--- config.mk ---
export PLATFORM = sky130hd
export DESIGN_NAME = dmem_arbiter
export DESIGN_NICKNAME = d
export VERILOG_FILES = /design/src/rtl/dmem_arbiter.sv
export SDC_FILE = /design/constraint.sdc
export NUM_CORES = 1
export LEC_CHECK = 0
export ABC_AREA = 1
export ABC_CLOCK_PERIOD_IN_PS = 1440
export CAP_MARGIN = 0
export CORE_UTILIZATION = 35
export DETAILED_ROUTE_END_ITERATION = 16
export PLACE_DENSITY_LB_ADDON = 0.2
export SYNTH_ARGS = -nofsm -noshare
export SYNTH_HDL_FRONTEND = slang
export SYNTH_SLANG_ARGS = --single-unit
--- constraint.sdc ---
create_clock -name clk -period 1.44 [get_ports clk]
set_input_delay 0.288 -clock clk [delete_from_list [all_inputs] [get_ports clk]]
set_output_delay 0.288 -clock clk [all_outputs]
set_load 0.02 [all_outputs]
--- src/rtl/dmem_arbiter.sv ---
// Shares the single-port data memory between the CPU load/store path and an
// external requester; one access per cycle, read data returned one cycle after grant.
//
// rd_owner  | meaning
// ----------+--------------------------------------------------
// OWN_NONE  | no read issued last cycle, no return pending
// OWN_CPU   | CPU read issued last cycle, mem_dout belongs to CPU
// OWN_EXT   | EXT read issued last cycle, mem_dout belongs to EXT
module dmem_arbiter #(
    parameter int ADDR_WIDTH   = 5,
    parameter int DATA_WIDTH   = 16,
    parameter int ARB_MODE     = 0,
    parameter int EXT_MAX_WAIT = 4
) (
    input  logic                  clk,
    input  logic                  RESET_N,
    input  logic                  cpu_req,
    input  logic                  cpu_w,
    input  logic [ADDR_WIDTH-1:0] cpu_addr,
    input  logic [DATA_WIDTH-1:0] cpu_wdata,
    output logic                  cpu_stall,
    output logic [DATA_WIDTH-1:0] cpu_rdata,
    output logic                  cpu_rvalid,
    input  logic                  ext_req,
    input  logic                  ext_w,
    input  logic [ADDR_WIDTH-1:0] ext_addr,
    input  logic [DATA_WIDTH-1:0] ext_wdata,
    output logic                  ext_gnt,
    output logic [DATA_WIDTH-1:0] ext_rdata,
    output logic                  ext_rvalid,
    output logic                  mem_en,
    output logic                  mem_r_w,
    output logic [ADDR_WIDTH-1:0] mem_addr,
    output logic [DATA_WIDTH-1:0] mem_din,
    input  logic [DATA_WIDTH-1:0] mem_dout
);

    localparam int WCW = $clog2(EXT_MAX_WAIT + 1);
    localparam logic [WCW-1:0] WAIT_MAX = WCW'(EXT_MAX_WAIT);

    typedef enum logic [1:0] {
        OWN_NONE = 2'd0,
        OWN_CPU  = 2'd1,
        OWN_EXT  = 2'd2
    } owner_t;

    owner_t                rd_owner, rd_owner_nxt;
    logic                  last_gnt_ext;
    logic [WCW-1:0]        wait_cnt;
    logic                  ext_pref, ext_win, cpu_win;
    logic [DATA_WIDTH-1:0] cpu_rdata_q, ext_rdata_q;

    // ext_pref only matters on a contested cycle
    always_comb begin
        ext_pref = (ARB_MODE == 0) ? !last_gnt_ext : (wait_cnt == WAIT_MAX);
        ext_win  = ext_req & (!cpu_req | ext_pref);
        cpu_win  = cpu_req & !ext_win;
    end

    always_comb begin
        mem_en       = 1'b0;
        mem_r_w      = 1'b0;
        mem_addr     = '0;
        mem_din      = '0;
        rd_owner_nxt = OWN_NONE;
        if (cpu_win) begin
            mem_en       = 1'b1;
            mem_r_w      = cpu_w;
            mem_addr     = cpu_addr;
            mem_din      = cpu_wdata;
            rd_owner_nxt = cpu_w ? OWN_NONE : OWN_CPU;
        end else if (ext_win) begin
            mem_en       = 1'b1;
            mem_r_w      = ext_w;
            mem_addr     = ext_addr;
            mem_din      = ext_wdata;
            rd_owner_nxt = ext_w ? OWN_NONE : OWN_EXT;
        end
    end

    assign cpu_stall = cpu_req & !cpu_win;
    assign ext_gnt   = ext_win;

    always_ff @(posedge clk or negedge RESET_N) begin
        if (!RESET_N) begin
            last_gnt_ext <= 1'b1;
            wait_cnt     <= '0;
            rd_owner     <= OWN_NONE;
        end else begin
            rd_owner <= rd_owner_nxt;
            if (cpu_win) begin
                last_gnt_ext <= 1'b0;
            end else if (ext_win) begin
                last_gnt_ext <= 1'b1;
            end
            if (!ext_req || ext_win) begin
                wait_cnt <= '0;
            end else if (wait_cnt != WAIT_MAX) begin
                wait_cnt <= wait_cnt + 1'b1;
            end
        end
    end

    // mem_dout is already a registered memory output; the hold registers keep
    // the last returned word visible after the valid pulse.
    always_ff @(posedge clk or negedge RESET_N) begin
        if (!RESET_N) begin
            cpu_rdata_q <= '0;
            ext_rdata_q <= '0;
        end else begin
            if (rd_owner == OWN_CPU) begin
                cpu_rdata_q <= mem_dout;
            end
            if (rd_owner == OWN_EXT) begin
                ext_rdata_q <= mem_dout;
            end
        end
    end

    assign cpu_rvalid = (rd_owner == OWN_CPU);
    assign ext_rvalid = (rd_owner == OWN_EXT);
    assign cpu_rdata  = cpu_rvalid ? mem_dout : cpu_rdata_q;
    assign ext_rdata  = ext_rvalid ? mem_dout : ext_rdata_q;

endmodule
# Word-level counts from Yosys, hierarchy flattened
# Cells that the tools add are included.
[totals]
inputBits = 64
out_inout_bits = 59
regBits = 35
elab_cells = 31
[op_classes]
n_reduce_logical = 5
n_eq_ne = 2
mux = 16
bitwise = 4
[ops]
columns = ["operator", "count"]
rows = [
  ["$mux W16", 4],
  ["$mux W5", 2],
  ["$mux W1", 7],
  ["$mux W2", 3],
  ["$logic_not A1 Y1", 4],
  ["$and A1 B1 Y1", 3],
  ["$eq A2 B1 Y1 const B", 1],
  ["$eq A2 B2 Y1 const B", 1],
  ["$reduce_bool A2 Y1", 1],
  ["$or A1 B1 Y1", 1],
]

# Longest topological paths before layout
[depth]
ltp_word = 7
mapped_depth = 6
depth_no_buf = 5

# Worst setup path before layout
# Ideal clock, no wire load.
[synth_timing]
kind = "flip-flop to output port"
from = "register rd_owner[1]"
to = "output cpu_rdata[0]"
slack_ps = -39
required_time_ps = 1152
arrival_time_ps = 1191
path_buffers = 1
path_stages_with_launch = 5
path_cell_list = "dfrtp_1 > inv_1 > nand2_1 > buf_2 > o21ai_0"
[synth_between]
elab_chain_cells = 2
[synth_rtl]
columns = ["item", "line_no", "text"]
rows = [
  ["start, declared", "47", "owner_t rd_owner, rd_owner_nxt;"],
  ["start signal, assigned", "90", "rd_owner <= rd_owner_nxt;"],
  ["$eq A2 B1 Y1", "120", "assign cpu_rvalid = (rd_owner == OWN_CPU);"],
  ["$mux W16", "122", "assign cpu_rdata = cpu_rvalid ? mem_dout : cpu_rdata_q;"],
  ["end, declared", "22", "output logic [DATA_WIDTH-1:0] cpu_rdata,"],
]
# No other way between the ends.

# Final worst setup path
[layout_timing]
from = "register last_gnt_ext"
to = "output mem_din[10]"
[layout_between]
elab_chain_cells = 6
elab_cells_between_ends = 7
classes_between = "2 x mux; 3 x bitwise; 2 x reduce/logical"
[layout_rtl]
columns = ["item", "line_no", "text"]
rows = [
  ["start, declared", "48", "logic last_gnt_ext;"],
  ["start signal, assigned", "86", "last_gnt_ext <= 1'b1;"],
  ["start signal, assigned", "92", "last_gnt_ext <= 1'b0;"],
  ["start signal, assigned", "94", "last_gnt_ext <= 1'b1;"],
  ["$logic_not A1 Y1 (*)", "55", "ext_pref = (ARB_MODE == 0) ? !last_gnt_ext : (wait_cnt == WAIT_MAX);"],
  ["$or A1 B1 Y1 (*)", "56", "ext_win = ext_req & (!cpu_req | ext_pref);"],
  ["$and A1 B1 Y1 (*)", "56", ""],
  ["$logic_not A1 Y1", "57", "cpu_win = cpu_req & !ext_win;"],
  ["$and A1 B1 Y1", "57", ""],
  ["$mux W16 (*)", "66", "if (cpu_win) begin"],
  ["end, declared", "34", "output logic [DATA_WIDTH-1:0] mem_din,"],
]
# Every way passes the cells marked *; elsewhere a longest branch is shown, timed or not.

==> results.toml <==
[status]
status = "finished with violations"
violations = "negative setup slack"

[sta]
hold_viol_final = 0
hold_slack_ns = 0.378
clock_skew_ns = 0.00776
min_period_ns = 1.84
drv_slew = 0
setup_tns_ns = -15.79
setup_ws_ns = -0.397
finalCritPeriodShare_pct = 128
maxSlewHeadroom_pct = 76.3
rsz0062_at_grt = "true"
worst_slew_pin_slew_ns = 0.356
fmax_mhz = 544
timing.final.setup_violations = 59

[layout]
insertedDiodeCount = 0
areaGrowthSynthToFinish_pct = 154
drive_gt1_share_pct = 58.6
layout.nets = 445
fill_cells = 165

[clocking]
h-tree-depth = 2
cts_tree = "done"
cts_hold_buf = 0
path_clk_slew_ns = 0.07
cts_buffers = 5
cts-root-buf = "clkbuf_8"
clock_sinks = 35
clockBufferDepth = 2
clock_latency_ns = 0.29

[grt]
grt_pass1_wl_um = 9370
grt_pass1_vias = 2052
antenna_found_initial = 0
overflow = 0
track_usage_pct = 23.5
grt_max_degree = 36

[setup_path]
cp.required_ns = 1.15
start_kind = "register"
critPathMaxFanout = 7
cp-end-kind = "primary output"
worstPathArrival_ns = 1.55
crit_type = "reg -> out"

[pwr]
power_density_mw_per_mm2 = 1020
ir_drop_v = 0.000500
leakagePower_uw = 0.00203
p_total_uw = 4450

[placed_design]
place.gp.congestion = 0.800
post-dp-hpwl_um = 3700
io_buffers = 122

[route]
routedWlPerCell_um = 20.2
drt_wl_total_um = 9090
antenna_left = 0
viasPerCell = 5.27
vias = 2364
wl_met3_um = 509
highest_layer = "met4"
dr_wl_met2_um = 4970
firstDrtPassIters = 4
wl_met1_um = 3240
dr.first_iter.drc_count = 125
drcViolationCount = 0

[floorplan]
die_y_um = 71.9
die_w_um = 71.9
io_pins = 123
design.core.area_mm2 = 0.00472
die-area_mm2 = 0.00517
initial_utilization_pct = 36.2
rows = 25

[logic_synthesis]
synth_nets = 280
syn_inst = 216
synth.distinct_cells = 13
avgSynthCellArea_um2 = 7.92
netlist_area_mm2 = 0.00171
ys_seq_elements = 35
ys_warn_count = 0
seq_area_frac_synth_pct = 51.3

[job]
drv_cap = 0

[hold_path]
hp-class = "in -> async"
routing by layer:
layer	GRT usage [%]	vias up
li1	-	1027
met1	25.6	1175
met2	41.2	130
met3	8.19	32
met4	10.7	0
met5	0	-
path summary, 6_finish.rpt:
kind | startpoint | to | slack [ns] | cells after the start
min | RESET_N | cpu_rdata_q[14]$_DFF_PN0_ | 0.38 | 2
max in group asynchronous | RESET_N | last_gnt_ext$_DFFE_PN1P_ | 0.82 | 2
max | last_gnt_ext$_DFFE_PN1P_ | mem_din[10] | -0.40 | 6
max reg2reg | rd_owner[0]$_DFF_PN0_ | ext_rdata_q[14]$_DFF_PN0_ | 0.22 | 6
min reg2reg | ext_rdata_q[8]$_DFF_PN0_ | ext_rdata_q[8]$_DFF_PN0_ | 0.51 | 2
min in group clk | ext_rdata_q[8]$_DFF_PN0_ | ext_rdata_q[8]$_DFF_PN0_ | 0.51 | 2
kinds of logic (layout without fill, tap and decap cells):
kind of cell	Yosys count	count (layout)	synth area share, %
AOI/OAI and AO/OA	33	33	9.80
buffers and inverters	41	205	11.3
and+or+nand+nor	107	109	27.7
DFF	35	35	51.3
worst max-delay path: stages (launching register included):
cell and delay, ns:
dfstp_2 0.60, nand2_8 0.13, buf_6 0.16, nand2_8 0.08
nand3_2 0.08, nand2_2 0.09, buf_6 0.12
flip-flops by register name, summed over array words and instances, names as in the netlist:
name          cells
cpu_rdata_q      16
rd_owner          2
last_gnt_ext      1
ext_rdata_q      16
per-stage QoR:
step | setup WS (ns) | util (%) | cells | instance area [µm²]
final | -0.397 | 91.9 | 449 | 4340
after CTS | -0.340 | 74.8 | 435 | 3530
after floorplan | -0.0391 | - | 216 | 1710
after detailed placement | -0.841 | 66.5 | 416 | 3140
after global routing | -0.440 | 91.9 | 449 | 4340
after global placement | -0.827 | 66.5 | 416 | 3140
layout by cell type (no fill, tap or decap), drive strengths merged:
cell / instances
or2: 1
inv: 25
nand3: 43
dfstp: 1
nor2: 1
o21ai: 32
o21a: 1
clkdlybuf4s50: 61
dfrtp: 34
clkinv: 1
clkbuf: 10
nand2: 64
clkinvlp: 1
buf: 107
cell type report:
| cell class | instances | area, µm² | area share (%) |
|---|---|---|---|
| well taps | 67 | 83.8 | 1.93 |
| clock buffers | 6 | 72.6 | 1.67 |
| inverters | 25 | 101 | 2.33 |
| multi-input cells | 142 | 1300 | 30.0 |
| clock inverters | 2 | 12.5 | 0.288 |
| repair buffers | 172 | 1890 | 43.6 |
| flip-flops and latches | 35 | 877 | 20.2 |
where the power goes:
| part | leakage [µW] | total, µW | internal, µW | switching (µW) |
|---|---|---|---|---|
| clock network | 0.0000412 | 691 | 338 | 353 |
| registers | 0.000430 | 1310 | 1190 | 125 |
| logic | 0.00156 | 2440 | 1220 | 1220 |
timing repair:
action,4_1_cts,5_1_grt
buffers inserted,7,10
gates cloned,4,4
resized for setup,425,162
pin swaps,11,15
endpoints found under the setup margin,59,59
Yosys cell counts:
| cell | n | area (µm²) |
|---|---|---|
| o21ai_0 | 32 | 160 |
| o21a_1 | 1 | 7.51 |
| nand2_4 | 2 | 22.5 |
| or2_2 | 1 | 6.26 |
| nand2_1 | 60 | 225 |
| dfrtp_1 | 34 | 851 |
| dfstp_2 | 1 | 26.3 |
| buf_6 | 3 | 33.8 |
| nand3_1 | 43 | 215 |
| clkbuf_2 | 2 | 10.0 |
| buf_2 | 11 | 55.1 |
| inv_1 | 25 | 93.8 |
| nor2_1 | 1 | 3.75 |
(Power assumes the default switching activity.)
